--- src/rtl/ahb_man_dummy.sv ---
// AHB-Lite manager: single-transfer commands in, AHB address/data phases out, one response pulse per transfer.
// Latency: accept edge N -> NONSEQ N+1 -> data N+2 -> rspValid N+3; wait states stretch either phase.
// Backpressure: cmdReady only (no response backpressure). Define AHB_MAN_PIPELINE_EN to overlap address and data phases.
module ahb_man_dummy #(
  parameter int AddrWidth = 32,
  parameter int DataWidth = 32
) (
  input  logic                 clk,
  input  logic                 nReset,
  input  logic                 cmdValid,
  output logic                 cmdReady,
  input  logic [AddrWidth-1:0] cmdAddr,
  input  logic                 cmdWrite,
  input  logic [2:0]           cmdSize,
  input  logic [DataWidth-1:0] cmdData,
  output logic [AddrWidth-1:0] addr,
  output logic [1:0]           trans,
  output logic                 write,
  output logic [3:0]           control,
  output logic                 sel,
  output logic [DataWidth-1:0] wData,
  input  logic [DataWidth-1:0] rData,
  input  logic [1:0]           resp,
  input  logic                 ready,
  output logic                 rspValid,
  output logic [DataWidth-1:0] rspData,
  output logic                 rspErr
);

  logic                 addrPend;
  logic                 dataPend;
  logic                 dataWrite;
  logic [2:0]           sizeQ;
  logic [DataWidth-1:0] cmdDataQ;
  logic                 cmdAccept;
  logic                 addrDone;
  logic                 dataDone;

  // cmdReady is forced low while reset is held so nothing is taken during reset.
`ifdef AHB_MAN_PIPELINE_EN
  assign cmdReady = nReset & (!addrPend | ready);
`else
  assign cmdReady = nReset & !addrPend & !dataPend;
`endif

  assign cmdAccept = cmdValid & cmdReady;
  assign addrDone  = addrPend & ready;
  assign dataDone  = dataPend & ready;

  assign trans   = addrPend ? 2'b10 : 2'b00;
  assign sel     = addrPend;
  assign control = {1'b0, sizeQ};

  always_ff @(posedge clk or negedge nReset) begin
    if (!nReset) begin
      addrPend  <= 1'b0;
      dataPend  <= 1'b0;
      dataWrite <= 1'b0;
      addr      <= '0;
      write     <= 1'b0;
      sizeQ     <= 3'd0;
      cmdDataQ  <= '0;
      wData     <= '0;
      rspValid  <= 1'b0;
      rspData   <= '0;
      rspErr    <= 1'b0;
    end else begin
      rspValid <= dataDone;
      if (dataDone) begin
        rspData <= dataWrite ? '0 : rData;
        rspErr  <= |resp;
      end

      // A new command may replace the address stage in the same edge the old one retires.
      if (cmdAccept) begin
        addrPend <= 1'b1;
        addr     <= cmdAddr;
        write    <= cmdWrite;
        sizeQ    <= cmdSize;
        cmdDataQ <= cmdData;
      end else if (addrDone) begin
        addrPend <= 1'b0;
      end

      if (addrDone) begin
        dataPend  <= 1'b1;
        dataWrite <= write;
        wData     <= cmdDataQ;
      end else if (dataDone) begin
        dataPend <= 1'b0;
      end
    end
  end

endmodule

--- config.mk ---
export PLATFORM = sky130hd
export DESIGN_NAME = ahb_man_dummy
export DESIGN_NICKNAME = d
export VERILOG_FILES = /design/src/rtl/ahb_man_dummy.sv
export SDC_FILE = /design/constraint.sdc
export NUM_CORES = 1
export LEC_CHECK = 0
export ABC_CLOCK_PERIOD_IN_PS = 1700
export BUFFER_PORTS_ARGS = -buffer_cell sky130_fd_sc_hd__buf_2
export CAP_MARGIN = 20
export CORE_MARGIN = 2
export CORE_UTILIZATION = 48
export CTS_CLUSTER_SIZE = 24
export DETAILED_ROUTE_END_ITERATION = 7
export PLACE_DENSITY = 0.82
export RECOVER_POWER = 100
export SLEW_MARGIN = 20
export SYNTH_ARGS = -nofsm -noshare
export SYNTH_HDL_FRONTEND = slang
export SYNTH_SLANG_ARGS = --single-unit
--- constraint.sdc ---
create_clock -name clk -period 1.7 [get_ports clk]
set_input_delay 0.17 -clock clk [delete_from_list [all_inputs] [get_ports clk]]
set_output_delay 0.17 -clock clk [all_outputs]
set_load 0.1 [all_outputs]
==> impl_metrics.yaml <==
run_status:
  status: "finished clean"
logic_synthesis:
  synth.avg_cell_area_um2: 14.47
  ys_seq_elements: 137
  synth_area_mm2: 0.005426
  synth_common_cells: "dfrtp_1 (137), mux2_2 (92), inv_1 (34)"
  syn_inst: 375
  synth_warnings: 0
  synth_flop_cell: "dfrtp_1"
  ys_seq_area_frac: 0.6318
  synth_top_area_share: 0.6318
  ys_types: 20
  synthTopCellsByArea: "dfrtp_1 (63%), mux2_2 (19%), nand4b_1 (5.2%)"
  synth_top_area_cell: "dfrtp_1"
  synth_edf_count: 0
  post-synth-top-count-cell: "dfrtp_1"
  async_flop_share: 1.000
hold_path:
  min_from: "cmdData[23]"
  hold_path_class: "in -> reg"
  hold-path-cell-count: 2
clock_tree:
  clock_sinks: 137
  root_buffer: "clkbuf_16"
  clk_path_buf_depth: 2
  cts.htree.levels: 4
  cts_made_buffers: 17
  clock_latency_ns: 0.41
  clkSlewWorstSetupHoldPaths_ns: 0.06
  cts_tree: "done"
die:
  core-area_mm2: 0.01094
  die_h_um: 110.3
  die_w_um: 110.3
  start_util: 0.4962
  rows: 38
  io_pins: 213
  dieArea_mm2: 0.01217
timing:
  finalHoldViolCount: 0
  tightest_slew_ns: 1.055
  fin_ws_ns: 0.004823
  fin_skew_ns: 0.004523
  drv_slew: 0
  rsz0062_at_grt: "true"
  relSlewSlack: 0.2967
  post-route-period-util: 0.9972
  setup_viol: 0
  layout_min_cycle_time_ns: 1.695
  clock.fmax_mhz: 589.9
finish:
  layout.cells.non_filler: 813
  nFillCells: 700
  fin_util: 0.7314
  final_net_count: 766
  ff_latch_area_mm2: 0.003433
  drive_above_1_share: 0.5409
  synthToLayoutAreaGrowth_pct: 47.38
  diodes: 0
  multi_input_area_mm2: 0.001755
routing:
  first_pass_iters: 4
  drtIter0Drc: 251
  drcViolationCount: 0
  wl_per_cell_um: 18.38
  dr_total_vias: 4109
  ant_nets: 0
  via_per_inst: 5.054
  wl_mm: 14.95
worst_setup_path:
  slowest_delay_ns: 0.48
  critPathTopFamily: "flip-flops"
  crit_chain: "nor4bb_4, buf_4, clkbuf_16, mux2_2"
  cp-end-kind: "flip-flop"
  critPathMaxFanout: 10
  critPathLaunch: "sel"
  critPathLaunchType: "flip-flop"
  crit_buf_inv: 2
  worstSetupPathType: "reg -> reg"
  cp_slowest_cell: "dfrtp_4"
  crit_cells: 4
  crit_required_ns: 1.99
  r2r_start: "sel"
  cp.arrival_ns: 1.99
  r2r_cells: 4
place:
  portBuffers: 210
  dp_hpwl_mm: 8.809
  place_congestion: 0.7469
  dp_cells: 713
  place_ws_ns: 0.008595
run:
  maxCapViolCount: 0
global_route:
  antenna_found_initial: 0
  grt_pass1_wl_mm: 21.71
  grt_start_max_net_pins: 138
  overflow: 0
  grt_pass1_vias: 4394
  grt.total_usage: 0.2393
[routing by layer]
| layer | GRT usage | up-vias | routed length, um | part of all wire |
|---|---|---|---|---|
| met5 | 0 | - | 0 | 0 |
| met3 | 0.08230 | 25 | 1117 | 0.075 |
| li1 | - | 1868 | - | - |
| met4 | 0.09375 | 0 | 293 | 0.020 |
| met1 | 0.2616 | 2050 | 5540 | 0.37 |
| met2 | 0.4264 | 166 | 7995 | 0.53 |
[sequential cells by signal (all words and copies together), names as in the netlist]
name	cells
sel	1
cmdDataQ	32
dataPend	1
write	1
dataWrite	1
rspErr	1
addr	32
rspData	32
sizeQ	3
rspValid	1
wData	32
[placed cells by master, fill, tap and decap left out, drive strengths merged, types with 3 or more instances in the layout]
cell	instances
buf	120
clkbuf	130
mux2	101
dlygate4sd3	65
nand4b	32
clkinvlp	3
clkinv	7
o21ai	33
dfrtp	137
inv	34
[cell type report]
class                      count  share of cell area
sequential                   137              0.4293
timing repair buffer         294              0.2434
multi-input combinational    176              0.2195
clock buffer                  21             0.05757
tap                          140             0.02190
inverter                      34             0.01596
clock inverter                11             0.01236
[per-stage QoR]
step	TNS [ns]	hold slack, ns	cell area, um^2
floorplan	-0.5140	-0.1256	5445
global placement	0	0.3423	6701
detailed placement	0	0.3545	6701
CTS	0	0.001719	7915
global route	-0.5092	-0.002929	7998
finish	0	0.01394	7998
[final timing paths]
kind | to | slack, ns
max in group asynchronous | sel | 0.27
min in group asynchronous | write | 0.68
worst min-delay path | cmdDataQ[23] | 0.01
worst max register to register | cmdDataQ[19] | 0.005
worst max-delay path | cmdDataQ[19] | 0.005
worst min register to register | wData[25] | 0.50
[kinds of logic (layout without fill, tap and decap cells)]
kind of cell,count (synthesis),count (layout),synth area share
muxes,101,101,0.2158
other,1,2,0.0006911
AOI/OAI and AO/OA,36,36,0.03366
buffers and inverters,63,360,0.05787
DFF,137,137,0.6318
and+or+nand+nor,37,37,0.06018
[what timing repair did]
action                                  CTS  global route
hold buffers                             65             0
pin swaps                                 0             2
gates resized for setup                   1            18
setup buffers                             0             2
hold endpoints to repair                201             0
endpoints found under the setup margin    1            48
gates cloned                              0             1
Power is not shown: default switching activity piles up to over one toggle a cycle in this logic, so the estimate is an artifact.
